File: src/rtl/fifo_pkg.sv
// -----------------------------------------------------------------------------
// fifo_pkg
// Shared types for the FIFO read-side output slice.
//
// Contents:
//   slice_state_t : occupancy of the 2-entry elastic output buffer.
//                   The encoding equals the number of buffered beats
//                   (EMPTY=0, ONE=1, FULL=2). The optional level output
//                   relies on this.
// -----------------------------------------------------------------------------
package fifo_pkg;

    typedef enum logic [1:0] {
        EMPTY = 2'd0,
        ONE   = 2'd1,
        FULL  = 2'd2
    } slice_state_t;

endpackage : fifo_pkg

File: src/rtl/fifo_read_slice_reg.sv
// -----------------------------------------------------------------------------
// fifo_read_slice_reg
// C_DATA_WIDTH-wide register with a load enable. It is used for the output
// entry and the skid entry of fifo_read_slice. It has no reset because the
// stored data is only meaningful while the matching valid state is set.
//
// Parameters:
//   C_DATA_WIDTH : data width in bits
//
// Ports:
//   clk   in   clock
//   load  in   capture d on the next rising edge
//   d     in   C_DATA_WIDTH  data to capture
//   q     out  C_DATA_WIDTH  stored data
// -----------------------------------------------------------------------------
module fifo_read_slice_reg #(
    parameter int C_DATA_WIDTH = 64
) (
    input  logic                    clk,
    input  logic                    load,
    input  logic [C_DATA_WIDTH-1:0] d,
    output logic [C_DATA_WIDTH-1:0] q
);

    always_ff @(posedge clk) begin
        if (load) begin
            q <= d;
        end
    end

endmodule : fifo_read_slice_reg

File: src/rtl/fifo_read_slice.sv
// -----------------------------------------------------------------------------
// fifo_read_slice
// 2-entry elastic output buffer placed between the FIFO read port (the gray
// address stage) and an AXI-Stream master interface. All outputs come
// straight from flops, so m_axis_ready has no combinational path to
// fifo_ready. Full throughput is one beat per cycle.
//
// Parameters:
//   C_DATA_WIDTH : data path width in bits (default 64)
//
// Ports:
//   m_axis_aclk    in   clock for all logic
//   m_axis_areset  in   asynchronous active-high reset
//   fifo_valid     in   read-side valid from the gray address stage
//   fifo_ready     out  pop qualifier to the gray address stage
//   fifo_data      in   C_DATA_WIDTH  RAM read data
//   m_axis_valid   out  AXI-Stream valid
//   m_axis_ready   in   AXI-Stream ready
//   m_axis_data    out  C_DATA_WIDTH  AXI-Stream data
//   m_axis_level   out  2  number of buffered beats (0/1/2). This port only
//                         exists when FIFO_READ_SLICE_LEVEL_EN is defined.
//
// Configuration macro: FIFO_READ_SLICE_LEVEL_EN
// -----------------------------------------------------------------------------
module fifo_read_slice
    import fifo_pkg::*;
#(
    parameter int C_DATA_WIDTH = 64
) (
    input  logic                    m_axis_aclk,
    input  logic                    m_axis_areset,
    input  logic                    fifo_valid,
    output logic                    fifo_ready,
    input  logic [C_DATA_WIDTH-1:0] fifo_data,
    output logic                    m_axis_valid,
    input  logic                    m_axis_ready,
    output logic [C_DATA_WIDTH-1:0] m_axis_data
`ifdef FIFO_READ_SLICE_LEVEL_EN
    ,
    output logic [1:0]              m_axis_level
`endif
);

    slice_state_t            state;
    slice_state_t            state_next;
    logic                    valid_q;
    logic                    valid_next;
    logic                    ready_q;
    logic                    ready_next;
    logic                    up_xfer;
    logic                    down_xfer;
    logic                    out_load;
    logic                    out_sel_skid;
    logic                    skid_load;
    logic [C_DATA_WIDTH-1:0] out_d;
    logic [C_DATA_WIDTH-1:0] skid_q;

    assign up_xfer   = fifo_valid && ready_q;
    assign down_xfer = valid_q && m_axis_ready;

    // The output entry always holds the oldest beat. The skid entry is only
    // written when a beat arrives while the output entry is stalled. It is
    // drained back into the output entry on FULL->ONE, which keeps the order.
    always_comb begin
        state_next   = state;
        out_load     = 1'b0;
        out_sel_skid = 1'b0;
        skid_load    = 1'b0;
        case (state)
            EMPTY: begin
                if (up_xfer) begin
                    state_next = ONE;
                    out_load   = 1'b1;
                end
            end
            ONE: begin
                if (up_xfer && !down_xfer) begin
                    state_next = FULL;
                    skid_load  = 1'b1;
                end else if (!up_xfer && down_xfer) begin
                    state_next = EMPTY;
                end else if (up_xfer && down_xfer) begin
                    out_load = 1'b1;
                end
            end
            FULL: begin
                // fifo_ready is low here, so fifo_valid cannot cause a transfer.
                if (down_xfer) begin
                    state_next   = ONE;
                    out_load     = 1'b1;
                    out_sel_skid = 1'b1;
                end
            end
            default: begin
                state_next = EMPTY;
            end
        endcase
    end

    // Handshake flags are registered copies of the next-state decode. This
    // keeps both interfaces free of combinational paths.
    always_comb begin
        valid_next = (state_next != EMPTY);
        ready_next = (state_next != FULL);
    end

    always_ff @(posedge m_axis_aclk or posedge m_axis_areset) begin
        if (m_axis_areset) begin
            state   <= EMPTY;
            valid_q <= 1'b0;
            ready_q <= 1'b1;
        end else begin
            state   <= state_next;
            valid_q <= valid_next;
            ready_q <= ready_next;
        end
    end

    assign out_d = out_sel_skid ? skid_q : fifo_data;

    fifo_read_slice_reg #(
        .C_DATA_WIDTH(C_DATA_WIDTH)
    ) u_out_reg (
        .clk  (m_axis_aclk),
        .load (out_load),
        .d    (out_d),
        .q    (m_axis_data)
    );

    fifo_read_slice_reg #(
        .C_DATA_WIDTH(C_DATA_WIDTH)
    ) u_skid_reg (
        .clk  (m_axis_aclk),
        .load (skid_load),
        .d    (fifo_data),
        .q    (skid_q)
    );

    assign m_axis_valid = valid_q;
    assign fifo_ready   = ready_q;

`ifdef FIFO_READ_SLICE_LEVEL_EN
    assign m_axis_level = state;
`endif

endmodule : fifo_read_slice

File: config.mk
export PLATFORM = sky130hd
export DESIGN_NAME = fifo_read_slice
export DESIGN_NICKNAME = d
export VERILOG_FILES = /design/src/rtl/fifo_pkg.sv /design/src/rtl/fifo_read_slice_reg.sv /design/src/rtl/fifo_read_slice.sv
export SDC_FILE = /design/constraint.sdc
export NUM_CORES = 1
export LEC_CHECK = 0
export ABC_AREA = 1
export BUFFER_PORTS_ARGS = -buffer_cell sky130_fd_sc_hd__buf_4
export CAP_MARGIN = 20
export CORE_ASPECT_RATIO = 1.1
export CORE_UTILIZATION = 40
export CTS_BUF_LIST = sky130_fd_sc_hd__clkbuf_8
export CTS_CLUSTER_SIZE = 40
export DETAILED_ROUTE_END_ITERATION = 10
export PLACE_DENSITY = 0.67
export SETUP_SLACK_MARGIN = 0.2
export SLEW_MARGIN = 20
export SYNTH_ARGS = -nofsm -noshare
export SYNTH_HDL_FRONTEND = slang
export SYNTH_HIERARCHICAL = 1
export SYNTH_SLANG_ARGS = --single-unit
File: constraint.sdc
create_clock -name m_axis_aclk -period 5.15 [get_ports m_axis_aclk]
set_input_delay 1.03 -clock m_axis_aclk [delete_from_list [all_inputs] [get_ports m_axis_aclk]]
set_output_delay 1.03 -clock m_axis_aclk [all_outputs]
set_load 0.02 [all_outputs]
==> impl_metrics.yaml, run 1 <==
route:
  routedWlPerCell_um: 13.4
  vias: 2987
  firstDrtPassIters: 4
  drtIter0Drc: 110
  antenna_left: 0
  post_drt_via_cell_ratio: 4.45
  drc: 0
  wirelength_um: 9000
synth:
  synth_ff_type: "edfxtp_1"
  netlist_instances: 361
  seq_area_frac_synth_pct: 75.8
  synth_fp_nets: 429
  syn_avg_cell_area_um2: 14.4
  yosys-top-cells-count: "128 x edfxtp_1, 74 x nand2_1, 68 x inv_1, 55 x o21ai_2, 13 x buf_6"
  synth_edf_count: 128
  syn_area_um2: 5200
  yosys_warnings: 6
  synth_cell_types: 15
  synth.most_common_cell: "edfxtp_1"
  yosysTopAreaCellShare_pct: 73.9
  synth_area_leaders: "edfxtp_1 74%, o21ai_2 9.3%, nand2_1 5.3%"
  synth_top_area_cell: "edfxtp_1"
  yosys_register_bits: 132
  async_flop_share_pct: 3.03
power:
  fin_total_pwr_w: 0.00323
  p_leak_nw: 2.89
  power_density_nw_per_um2: 485
  irDropWorstVdd_v: 0.000400
final_layout:
  fin_nets: 569
  area_delta_synth_final_pct: 28.1
  diodes: 0
  fillers: 1074
  final_util_pct: 52.7
  drive_gt1_share_pct: 43.0
placement:
  gp_congestion: 0.735
  port_buffers: 133
  dp_hpwl_um: 5840
  preCtsSetupSlack_ns: 1.86
worst_setup_path:
  crit_path_end_kind: "register"
  critPathLaunchType: "primary input"
  path_class: "primary input to register"
  slowest_delay_ns: 0.96
  cp.required_ns: 5.19
  path_cells: "buf_4 -> nand2_1 -> inv_2 -> nand3_4 -> nand2_4"
  cp_top_family: "simple AND/OR/NAND/NOR gates"
  critical_path.slowest_cell: "nand2_4"
  cp_num_buf_inv: 2
  crit_fanout: 64
  arrival_ns: 2.83
timing:
  setup_viol: 0
  fin_tns_setup_ns: 0
  min_period_over_period_pct: 54.2
  period_needed_ns: 2.79
  finClkSkew_ns: 0.0104
  drv_slew: 0
  tightest_slew_ns: 0.896
  rsz0062_at_grt: "false"
  fin_ws_ns: 2.36
  fmax_ghz: 0.358
  slew_headroom_pct: 40.3
  report.final.hold_viol_count: 0
grt:
  grt_first_pass_wirelength_um: 14100
  grt_use_total_pct: 13.8
  grt_max_degree: 71
  grt_overflow_total: 0
  grt_antenna_before_repair: 0
  grt_pass1_vias: 2919
floorplanning:
  die_area_um2: 13500
  die_x_um: 111
  num_rows: 43
  num_io_pins: 134
  start_util_pct: 41.1
  coreArea_um2: 12600
  die_h_um: 122
clocking:
  cts_sinks: 132
  cts_resized: 0
  clk_latency_ns: 0.42
  numCtsBuffers: 17
  cts_tree: "yes"
  cts.reportedPaths.clkPinSlew_ns: 0.08
  htree_num_levels: 4
  ctsHoldBuffers: 0
  postCtsSetupBuffers: 0
  cts_root_buffer: "clkbuf_8"
  clock_path_buffers: 2
worst_hold_path:
  worst_hold_path_type: "primary input to asynchronous set/reset pin"
run_status:
  status: "completed"
run:
  drv_cap: 0
[area by class of cell]
type                            instances  area (um^2)  area share, %
Clock inverter                         15          148           2.22
Clock buffer                           17          234           3.51
Timing Repair Buffer                  135         1010           15.2
Multi-Input combinational cell        146          870           13.0
Sequential cell                       132         3950           59.2
Tap cell                              157          196           2.95
Inverter                               69          259           3.89
[final timing paths]
path | startpoint | endpoint | slack, ns | cells past startpoint
max reg2reg | m_axis_valid$_DFF_PP0_ | u_out_reg/q[38]$_DFFE_PP_ | 2.64 | 4
max in group asynchronous | m_axis_areset | fifo_ready$_DFF_PP1_ | 4.44 | 2
min reg2reg | u_skid_reg/q[30]$_DFFE_PP_ | u_out_reg/q[30]$_DFFE_PP_ | 0.57 | 2
max | m_axis_ready | u_out_reg/q[38]$_DFFE_PP_ | 2.36 | 5
min | m_axis_areset | state[0]$_DFF_PP0_ | 0.49 | 2
min in group m_axis_aclk | u_skid_reg/q[30]$_DFFE_PP_ | u_out_reg/q[30]$_DFFE_PP_ | 0.57 | 2
[state kept, by name (all words and copies together), names as in the netlist]
register / flops
fifo_ready: 1
u_skid_reg/q: 64
u_out_reg/q: 64
m_axis_valid: 1
state: 2
[cells by family after synthesis]
kind of cell,Yosys count,share of synthesized area [%]
simple gates,82,6.16
flops,132,75.8
buf+inv,83,7.87
compound gates,64,10.1
[cells in the final DEF, fill, tap and decap left out, types with 3 or more instances in the layout]
cell | Yosys | final
o21ai_1 | 4 | 4
o21ai_2 | 55 | 55
nand2_1 | 74 | 73
inv_1 | 68 | 70
bufinv_16 | 0 | 3
clkinv_1 | 0 | 4
clkbuf_8 | 0 | 17
clkinv_2 | 0 | 4
o21ai_0 | 5 | 5
dfrtp_1 | 3 | 3
edfxtp_1 | 128 | 128
buf_4 | 0 | 135
nand3_1 | 3 | 3
[through the flow]
stage / cell area (um^2) / hold slack, ns / cells
after floorplan: 5200 / 0.545 / 361
after global placement: 6280 / 0.554 / 639
after detailed placement: 6280 / 0.559 / 639
after CTS: 6670 / 0.459 / 671
after global routing: 6670 / 0.458 / 671
final: 6670 / 0.487 / 671
[power by group]
part	switching, W	internal [W]	total (W)	leakage, nW
Combinational	0.000534	0.000264	0.000798	1.46
Sequential	0.0000742	0.00152	0.00159	1.24
Clock	0.000378	0.000464	0.000842	0.197
Total	0.000986	0.00224	0.00323	2.89
[layer usage]
layer  track usage [%]  wire length, um  share of wire (%)  up-vias
met5                 0                0                  0        -
li1                  -                -                  -     1496
met1              18.1             4070                 45     1365
met2              20.3             4200                 47      113
met4              6.25              129                1.4        0
met3              5.47              610                6.8       13
Power figures use the tool's default switching activity.
==> run 2: changes to the inputs <==
--- a/config.mk
+++ b/config.mk
@@ -13,7 +13,7 @@
 export CTS_BUF_LIST = sky130_fd_sc_hd__clkbuf_8
 export CTS_CLUSTER_SIZE = 40
 export DETAILED_ROUTE_END_ITERATION = 10
-export PLACE_DENSITY = 0.67
+export PLACE_DENSITY = 0.7
 export SETUP_SLACK_MARGIN = 0.2
 export SLEW_MARGIN = 20
 export SYNTH_ARGS = -nofsm -noshare
==> constraint.sdc (replaced) <==
create_clock -name m_axis_aclk -period 2.4 [get_ports m_axis_aclk]
set_input_delay 0.48 -clock m_axis_aclk [delete_from_list [all_inputs] [get_ports m_axis_aclk]]
set_output_delay 0.48 -clock m_axis_aclk [all_outputs]
set_load 0.02 [all_outputs]
==> impl_metrics.yaml, run 2 (synthesis gave the netlist of run 1 again) <==
route:
  wirelength_um: 9410
  firstDrtPassIters: 4
  drtIter0Drc: 172
  routedWlPerCell_um: 13.9
  drc: 0
  vias: 3029
  post_drt_via_cell_ratio: 4.49
  antenna_left: 0
worst_setup_path:
  arrival_ns: 1.91
  cp_num_buf_inv: 1
  slowest_delay_ns: 0.39
  crit_top_cell: "nand2_1"
  cp_top_family: "simple AND/OR/NAND/NOR gates"
  critPathLaunchType: "register"
  critical_path.slowest_cell: "dfrtp_1"
  path_cells: "nand2_1 -> nand2_1 -> nand4_1 -> nand2_4 -> buf_12"
  crit_path_end_kind: "register"
  crit_fanout: 23
  cp.required_ns: 2.53
  path_class: "register to register"
final_layout:
  drive_gt1_share_pct: 44.4
  register_area_um2: 3950
  fin_nets: 574
  final_cell_mix: "135 x buf_4, 128 x edfxtp_1, 73 x nand2_1, 68 x inv_1, 55 x o21ai_2"
  final_common_cell: "buf_4"
  fillers: 1056
  diodes: 0
  multiInputGateArea_um2: 870
  area_delta_synth_final_pct: 30.6
  top_regs: "u_out_reg/q: 64 flops, u_skid_reg/q: 64 flops, state: 2 flops"
floorplanning:
  num_rows: 43
  die_h_um: 122
  start_util_pct: 41.1
  num_io_pins: 134
  die_area_um2: 13500
  coreArea_um2: 12600
  die_x_um: 111
timing:
  min_period_over_period_pct: 74.4
  rsz0062_at_grt: "false"
  setup_viol: 0
  slew_headroom_pct: 67.3
  tightest_slew_ns: 0.490
  fin_ws_ns: 0.615
  drv_slew: 0
  finClkSkew_ns: 0.0186
  period_needed_ns: 1.78
  fin_tns_setup_ns: 0
  fmax_ghz: 0.560
  report.final.hold_viol_count: 0
clocking:
  clock_path_buffers: 2
  htree_num_levels: 4
  cts_resized: 0
  cts_root_buffer: "clkbuf_8"
  postCtsSetupBuffers: 0
  cts_sinks: 132
  clk_latency_ns: 0.43
  cts.reportedPaths.clkPinSlew_ns: 0.08
  cts_tree: "yes"
  numCtsBuffers: 17
power:
  power_density_nw_per_um2: 1060
  irDropWorstVdd_v: 0.000764
  p_leak_nw: 2.94
run_status:
  status: "completed"
grt:
  grt_pass1_vias: 3043
  grt_first_pass_wirelength_um: 15200
  grt_max_degree: 75
  grt_use_total_pct: 14.8
  grt_antenna_before_repair: 0
  grt_overflow_total: 0
placement:
  port_buffers: 133
  dp_hpwl_um: 6330
  gp_congestion: 0.720
  preCtsSetupSlack_ns: 0.448
run:
  drv_cap: 0
worst_hold_path:
  worst_hold_path_type: "primary input to register"
## run 2: cell type report
cell class,instances,area share (%)
Clock buffer,17,3.44
Clock inverter,14,2.76
Inverter,69,3.81
Multi-Input combinational cell,146,12.8
Sequential cell,132,58.1
Tap cell,157,2.89
Timing Repair Buffer,140,16.2
## run 2: metal layers
metal  wire length, um  vias to the layer above  global-route usage [%]
met1              4230                     1432                    18.6
met4               100                        0                    6.75
met2              4650                       87                    23.5
met5                 0                        -                       0
met3               438                       10                    5.02
li1                  -                     1500                       -
## run 2: where the power goes
part	switching, W	internal, W
combinational	0.00118	0.000651
sequential	0.000151	0.00323
clock	0.000862	0.00112
total	0.00219	0.00500
## run 2: timing repair
| item | 4_1_cts | 5_1_grt |
|---|---|---|
| endpoints found under the hold margin | 3 | 0 |
| hold buffers | 1 | 0 |
| endpoints found under the setup margin | 0 | 0 |
## run 2: final timing paths
path                                       startpoint                         end  slack (ns)  cells past startpoint
max                            m_axis_valid$_DFF_PP0_   u_out_reg/q[28]$_DFFE_PP_        0.62                      5
min                                     fifo_data[55]  u_skid_reg/q[55]$_DFFE_PP_        0.24                      1
max reg2reg                    m_axis_valid$_DFF_PP0_   u_out_reg/q[28]$_DFFE_PP_        0.62                      5
min reg2reg                u_skid_reg/q[26]$_DFFE_PP_   u_out_reg/q[26]$_DFFE_PP_        0.57                      2
max in group asynchronous               m_axis_areset        fifo_ready$_DFF_PP1_        1.67                      3
min in group asynchronous               m_axis_areset      m_axis_valid$_DFF_PP0_        0.50                      3
## run 2: per-stage QoR
step | total power (W) | cells | utilization, % | hold slack (ns) | instance area [um^2]
after global placement | 0.00523 | 643 | 50.3 | 0.367 | 6360
after CTS | 0.00729 | 675 | 53.7 | 0.202 | 6800
after detailed placement | 0.00530 | 643 | 50.3 | 0.388 | 6360
after global routing | 0.00755 | 675 | 53.7 | 0.190 | 6800
final | 0.00720 | 675 | 53.7 | 0.236 | 6800
after floorplan | 0.00448 | 361 | - | 0.245 | 5210
